$ cat config.mk
export PLATFORM = sky130hd
export DESIGN_NAME = udp_rx_port_demux
export DESIGN_NICKNAME = d
export VERILOG_FILES = /design/src/rtl/udp_rx_pkg.sv /design/src/rtl/udp_port_match.sv /design/src/rtl/udp_rx_port_demux.sv
export SDC_FILE = /design/constraint.sdc
export NUM_CORES = 1
export LEC_CHECK = 0
export BUFFER_PORTS_ARGS = -buffer_cell sky130_fd_sc_hd__buf_2
export CORE_AREA = 2 2 135 137
export CTS_CLUSTER_DIAMETER = 100
export DETAILED_ROUTE_END_ITERATION = 12
export DIE_AREA = 0 0 137 139
export GPL_TIMING_DRIVEN = 0
export MAX_ROUTING_LAYER = met4
export PLACE_DENSITY = 0.61
export SYNTH_ARGS = -nofsm -noshare
export SYNTH_HDL_FRONTEND = slang
export SYNTH_HIERARCHICAL = 1
export SYNTH_SLANG_ARGS = --single-unit
$ cat constraint.sdc
create_clock -name logic_clk -period 4.15 [get_ports logic_clk]
set_input_delay 0.2075 -clock logic_clk [delete_from_list [all_inputs] [get_ports logic_clk]]
set_output_delay 0.2075 -clock logic_clk [all_outputs]
set_load 0.01 [all_outputs]
$ cat src/rtl/udp_rx_pkg.sv
// Shared types and constants for the UDP receive port demultiplexer.
package udp_rx_pkg;

   typedef enum logic [1:0] {
      ST_IDLE,
      ST_HDR,
      ST_PAYLOAD,
      ST_DROP
   } udp_demux_state_t;

   typedef struct packed {
      logic [31:0] source_ip;
      logic [15:0] source_port;
      logic [15:0] dest_port;
      logic [15:0] length;
   } udp_hdr_t;

   localparam logic [31:0] UDP_BCAST_IP = 32'hFFFF_FFFF;

endpackage

$ cat src/rtl/udp_port_match.sv
// Combinational priority matcher: lowest enabled channel whose port equals the destination port.
// With UDP_RX_IP_FILTER_EN defined, a failed destination-IP check suppresses the hit.
module udp_port_match #(
   parameter int NUM_CH = 4,
   parameter int IDX_W  = 2
) (
   input  logic [NUM_CH*16-1:0] cfg_port,
   input  logic [NUM_CH-1:0]    cfg_enable,
   input  logic [15:0]          dest_port,
`ifdef UDP_RX_IP_FILTER_EN
   input  logic                 ip_ok,
`endif
   output logic                 hit,
   output logic [IDX_W-1:0]     idx
);

   always_comb begin
      hit = 1'b0;
      idx = '0;
      // Scan from the top so the lowest matching index is the last one written.
      for (int i = NUM_CH - 1; i >= 0; i--) begin
         if (cfg_enable[i] && (cfg_port[16*i +: 16] == dest_port)) begin
            hit = 1'b1;
            idx = IDX_W'(i);
         end
      end
`ifdef UDP_RX_IP_FILTER_EN
      if (!ip_ok) hit = 1'b0;
`endif
   end

endmodule

$ cat src/rtl/udp_rx_port_demux.sv
// Routes UDP frames to NUM_CH consumers by dest port; unmatched frames are discarded and counted.
// Payload is a zero-latency pass-through; UDP_RX_IP_FILTER_EN adds a local/broadcast dest-IP check.
module udp_rx_port_demux
   import udp_rx_pkg::*;
#(
   parameter int NUM_CH = 4,
   parameter int CNT_W  = 16
) (
   input  logic                 logic_clk,
   input  logic                 logic_rst,
   input  logic [NUM_CH*16-1:0] cfg_port,
   input  logic [NUM_CH-1:0]    cfg_enable,
   input  logic [31:0]          cfg_local_ip,
   input  logic                 s_udp_hdr_valid,
   output logic                 s_udp_hdr_ready,
   input  logic [31:0]          s_ip_source_ip,
   input  logic [31:0]          s_ip_dest_ip,
   input  logic [15:0]          s_udp_source_port,
   input  logic [15:0]          s_udp_dest_port,
   input  logic [15:0]          s_udp_length,
   input  logic [7:0]           s_udp_payload_axis_tdata,
   input  logic                 s_udp_payload_axis_tvalid,
   output logic                 s_udp_payload_axis_tready,
   input  logic                 s_udp_payload_axis_tlast,
   input  logic                 s_udp_payload_axis_tuser,
   output logic [NUM_CH-1:0]    m_udp_hdr_valid,
   input  logic [NUM_CH-1:0]    m_udp_hdr_ready,
   output logic [31:0]          m_ip_source_ip,
   output logic [15:0]          m_udp_source_port,
   output logic [15:0]          m_udp_dest_port,
   output logic [15:0]          m_udp_length,
   output logic [7:0]           m_udp_payload_axis_tdata,
   output logic                 m_udp_payload_axis_tlast,
   output logic                 m_udp_payload_axis_tuser,
   output logic [NUM_CH-1:0]    m_udp_payload_axis_tvalid,
   input  logic [NUM_CH-1:0]    m_udp_payload_axis_tready,
   output logic                 busy,
   output logic [CNT_W-1:0]     drop_count,
   output logic                 drop_pulse
);

   localparam int IDX_W = (NUM_CH > 1) ? $clog2(NUM_CH) : 1;

   udp_demux_state_t  state, state_next;
   udp_hdr_t          hdr;
   logic [IDX_W-1:0]  ch, hit_idx;
   logic [NUM_CH-1:0] ch_sel;
   logic              hit, hdr_hs;

`ifdef UDP_RX_IP_FILTER_EN
   logic ip_ok;
   assign ip_ok = (s_ip_dest_ip == cfg_local_ip) || (s_ip_dest_ip == UDP_BCAST_IP);
`else
   logic unused_ip;
   assign unused_ip = ^{cfg_local_ip, s_ip_dest_ip};
`endif

   udp_port_match #(.NUM_CH(NUM_CH), .IDX_W(IDX_W)) u_match (
      .cfg_port   (cfg_port),
      .cfg_enable (cfg_enable),
      .dest_port  (s_udp_dest_port),
`ifdef UDP_RX_IP_FILTER_EN
      .ip_ok      (ip_ok),
`endif
      .hit        (hit),
      .idx        (hit_idx)
   );

   assign hdr_hs = s_udp_hdr_valid && s_udp_hdr_ready;
   assign ch_sel = NUM_CH'(1) << ch;

   always_ff @(posedge logic_clk) begin
      if (logic_rst) state <= ST_IDLE;
      else           state <= state_next;
   end

   // Handshakes are gated by reset so nothing is accepted or offered while it is held.
   always_comb begin
      state_next                = state;
      s_udp_hdr_ready           = 1'b0;
      s_udp_payload_axis_tready = 1'b0;
      m_udp_hdr_valid           = '0;
      m_udp_payload_axis_tvalid = '0;
      busy                      = 1'b0;
      if (!logic_rst) begin
         case (state)
            ST_IDLE: begin
               s_udp_hdr_ready = 1'b1;
               if (s_udp_hdr_valid) state_next = hit ? ST_HDR : ST_DROP;
            end
            ST_HDR: begin
               busy            = 1'b1;
               m_udp_hdr_valid = ch_sel;
               if (|(m_udp_hdr_ready & ch_sel)) state_next = ST_PAYLOAD;
            end
            ST_PAYLOAD: begin
               busy                      = 1'b1;
               m_udp_payload_axis_tvalid = s_udp_payload_axis_tvalid ? ch_sel : '0;
               s_udp_payload_axis_tready = |(m_udp_payload_axis_tready & ch_sel);
               if (s_udp_payload_axis_tvalid && s_udp_payload_axis_tready && s_udp_payload_axis_tlast)
                  state_next = ST_IDLE;
            end
            ST_DROP: begin
               busy                      = 1'b1;
               s_udp_payload_axis_tready = 1'b1;
               if (s_udp_payload_axis_tvalid && s_udp_payload_axis_tlast) state_next = ST_IDLE;
            end
            default: state_next = ST_IDLE;
         endcase
      end
   end

   always_ff @(posedge logic_clk) begin
      if (logic_rst) begin
         hdr        <= '0;
         ch         <= '0;
         drop_pulse <= 1'b0;
         drop_count <= '0;
      end else begin
         drop_pulse <= hdr_hs && !hit;
         if (hdr_hs) begin
            hdr <= '{source_ip:   s_ip_source_ip,
                     source_port: s_udp_source_port,
                     dest_port:   s_udp_dest_port,
                     length:      s_udp_length};
            ch  <= hit_idx;
            if (!hit && (drop_count != '1)) drop_count <= drop_count + CNT_W'(1);
         end
      end
   end

   assign m_ip_source_ip           = hdr.source_ip;
   assign m_udp_source_port        = hdr.source_port;
   assign m_udp_dest_port          = hdr.dest_port;
   assign m_udp_length             = hdr.length;
   assign m_udp_payload_axis_tdata = s_udp_payload_axis_tdata;
   assign m_udp_payload_axis_tlast = s_udp_payload_axis_tlast;
   assign m_udp_payload_axis_tuser = s_udp_payload_axis_tuser;

endmodule

==> impl_metrics.ini <==
[outcome]
status = complete, no violations

[sta]
period_needed_ns = 2.48
relSlewSlack = 0.554
whs_ns = 0.0474
setup_tns_ns = 0
finalClockSkew_ns = 0.0111
rsz0062_at_grt = no
timing.final.ws_setup_ns = 1.67
drv_slew = 0
finalSetupViolCount = 0
worstMarginPinSlew_ns = 0.663
period_share = 0.598
max_freq_mhz = 403
hold_violations = 0

[worst_setup_path]
cp_slowest_stage_delay_ns = 0.41
cp.arrival_ns = 2.72
cp_slowest_cell = nor4_1
required_ns = 4.39
crit_chain = buf_2 -> xor2_1 -> nor4_1 -> nand4_1 -> a2bb2o_2 -> or2_1 -> and4b_1 -> nand4_1 -> nor4_1 -> mux2_2
worst-path-max-fanout = 7
crit_path_start = s_udp_dest_port[15]
cp-endpoint = drop_count[13]$_SDFFE_PP0P_
start_kind = primary input
r2r_slack_ns = 1.99
rr_worst_depth = 8
rr_endpoint = ch[0]$_SDFFE_PP0P_
reg2reg_from = state[1]$_SDFFE_PP0P_
worstSetupPathType = primary input to flip-flop
end_kind = flip-flop

[synth]
synth_top_family_by_area = simple AND/OR/NAND/NOR gates
ys_seq_area_frac = 0.421
synth_compound_area_frac = 0.128
yosys.area_share.adder = 0.00260
syn_inst = 601
synth-xor-area-share = 0.117
synth_cell_types = 49
synth-simple-area-share = 0.256
postSynthAreaPerCell_um2 = 7.99
synthesis.area_um2 = 4800
ys_ff_latch = 101
synth_mux_area_frac = 0.0250
synth_nets = 836
synth_warnings = 6

[route]
wl_per_cell_um = 14.7
via_per_inst = 4.54
antenna_left = 0
drtIter0Drc = 286
vias = 5108
drc = 0
dr.pass1.iters = 4
routed_wl_mm = 16.6

[clocking]
h-tree-depth = 3
clock_latency_ns = 0.35
ctsHoldBuffers = 0
cts_resized = 0
clock-sinks = 101
tritoncts = done
clock_path_buffers = 2
root_buffer = clkbuf_16
cts.clk_slew.worst_paths_ns = 0.08
cts_made_buffers = 9
cts_setup_buffers = 0

[die]
ios = 352
chipHeight_um = 139
placementRows = 49
dieWidth_um = 137
initial_core_util = 0.272
die_area_um2 = 19000
core-area_um2 = 17700

[place]
placed_area_um2 = 6480
port_buffers = 278
place.gp.congestion = 0.870
hpwl_mm = 13.1
place_ws_ns = 1.29

[global_route]
grtUsageMet3 = 0.0307
overflow = 0
grt_pass1_wl_mm = 25.0
use_met1 = 0.246
grt_max_degree = 19
busiest_layer = met2
antenna_found_initial = 1
grt_usage = 0.174
met2_usage = 0.250
first_global_vias = 4779

[hold_path]
hold_path.class = primary input to flip-flop

[power_and_ir_drop]
power.internal_mw = 1.70
total_power_mw = 2.36
p_seq_frac = 0.451
powerDensity_nw_per_um2 = 347
sw_frac_of_total = 0.280
clockPowerShare = 0.370
max-vdd-ir-drop_uv = 210
p_leak_nw = 3.03
combinationalPowerShare = 0.178
p_sw_mw = 0.662

[final_layout]
layout_common_cells = buf_2, nand2_1, dfxtp_1
area_delta_synth_final_pct = 41.4
final_common_cell = buf_2
num-nets-final = 1125
layout-drive-gt1-share = 0.375
design_area_um2 = 6790

[run]
maxCapViolCount = 0
[cells by family after synthesis]
kind of cell | after synthesis
compound gates | 110
xor+xnor | 64
fa+ha+maj | 1
buf+inv | 50
flops | 101
mux | 10
simple gates | 265
[sequential cells by signal, summed over array words and instances, names as in the netlist]
register / count
ch: 2
drop_count: 16
drop_pulse: 1
m_ip_source_ip: 32
m_udp_dest_port: 16
m_udp_length: 16
m_udp_source_port: 16
state: 2
[worst min path at each step]
stage	start	end	slack (ns)	cells past startpoint
after detailed placement	s_ip_source_ip[23]	m_ip_source_ip[23]$_SDFFE_PP0P_	0.41	3
after CTS	s_udp_length[7]	m_udp_length[7]$_SDFFE_PP0P_	0.03	3
after global routing	s_ip_source_ip[11]	m_ip_source_ip[11]$_SDFFE_PP0P_	0.04	3
final	s_udp_length[12]	m_udp_length[12]$_SDFFE_PP0P_	0.05	3
after floorplan	s_ip_source_ip[0]	m_ip_source_ip[0]$_SDFFE_PP0P_	0.32	2
after global placement	s_ip_source_ip[27]	m_ip_source_ip[27]$_SDFFE_PP0P_	0.40	3
[metal layers]
metal,wire [µm],vias to the layer above,share of wire
met5,0,-,0
met4,295,0,0.018
met3,1330,23,0.080
met2,7030,207,0.42
met1,7910,2283,0.48
li1,-,2595,-
[cell type report]
cell class / instances / area [µm²]
inverter: 7 / 26.3
tap: 229 / 287
sequential: 101 / 2020
buffer: 43 / 218
fill: 1866 / 10900
clock buffer: 9 / 225
timing repair buffer: 278 / 1390
clock inverter: 7 / 82.6
multi-input combinational: 450 / 2540
antenna: 1 / 2.50
[power groups by stage]
stage | Clock, mW | Sequential (mW) | Combinational (mW)
finish | 0.874 | 1.07 | 0.421
global route | 0.935 | 1.07 | 0.467
CTS | 0.901 | 1.07 | 0.424
detailed placement | 0 | 1.09 | 0.423
global placement | 0 | 1.09 | 0.420
floorplan | 0 | 1.12 | 0.171
[Yosys cell counts, drive strengths merged]
master	count	area, µm²
xor2	15	131
nor4b	1	8.76
nor4	10	75.1
a2bb2o	1	11.3
mux2i	3	30.0
a32oi	1	8.76
o31ai	3	22.5
a211oi	2	15.0
dfxtp	101	2020
or4	5	37.5
or2	2	12.5
a31o	1	8.76
and4	1	10.0
a21oi	6	30.0
a211o	2	17.5
clkbuf	22	82.6
o311ai	3	26.3
nor3b	5	37.5
buf	21	135
ha	1	12.5
and2	3	18.8
o211ai	2	15.0
a32o	1	10.0
o41ai	1	8.76
and4b	1	10.0
mux4	1	22.5
xnor2	49	429
o21ai	86	430
inv	7	26.3
nor3	6	46.3
nand3	10	50.1
nand4	16	115
or3	5	37.5
nor2	14	52.6
nand2	179	672
o221a	1	11.3
mux2	6	67.6
nor2b	7	46.3
[metrics by stage]
stage	cells	util
6_report	1125	0.385
5_1_grt	1125	0.385
4_1_cts	1124	0.385
3_5_place_dp	1108	0.367
3_3_place_gp	1108	0.367
2_1_floorplan	601	-
[critical path, delay by kind of cell]
family | cells | cell delay [ns]
xor+xnor | 1 | 0.18
compound gates | 1 | 0.30
mux | 1 | 0.38
simple gates | 6 | 1.45
buf+inv | 1 | 0.22
(Power assumes the default switching activity.)
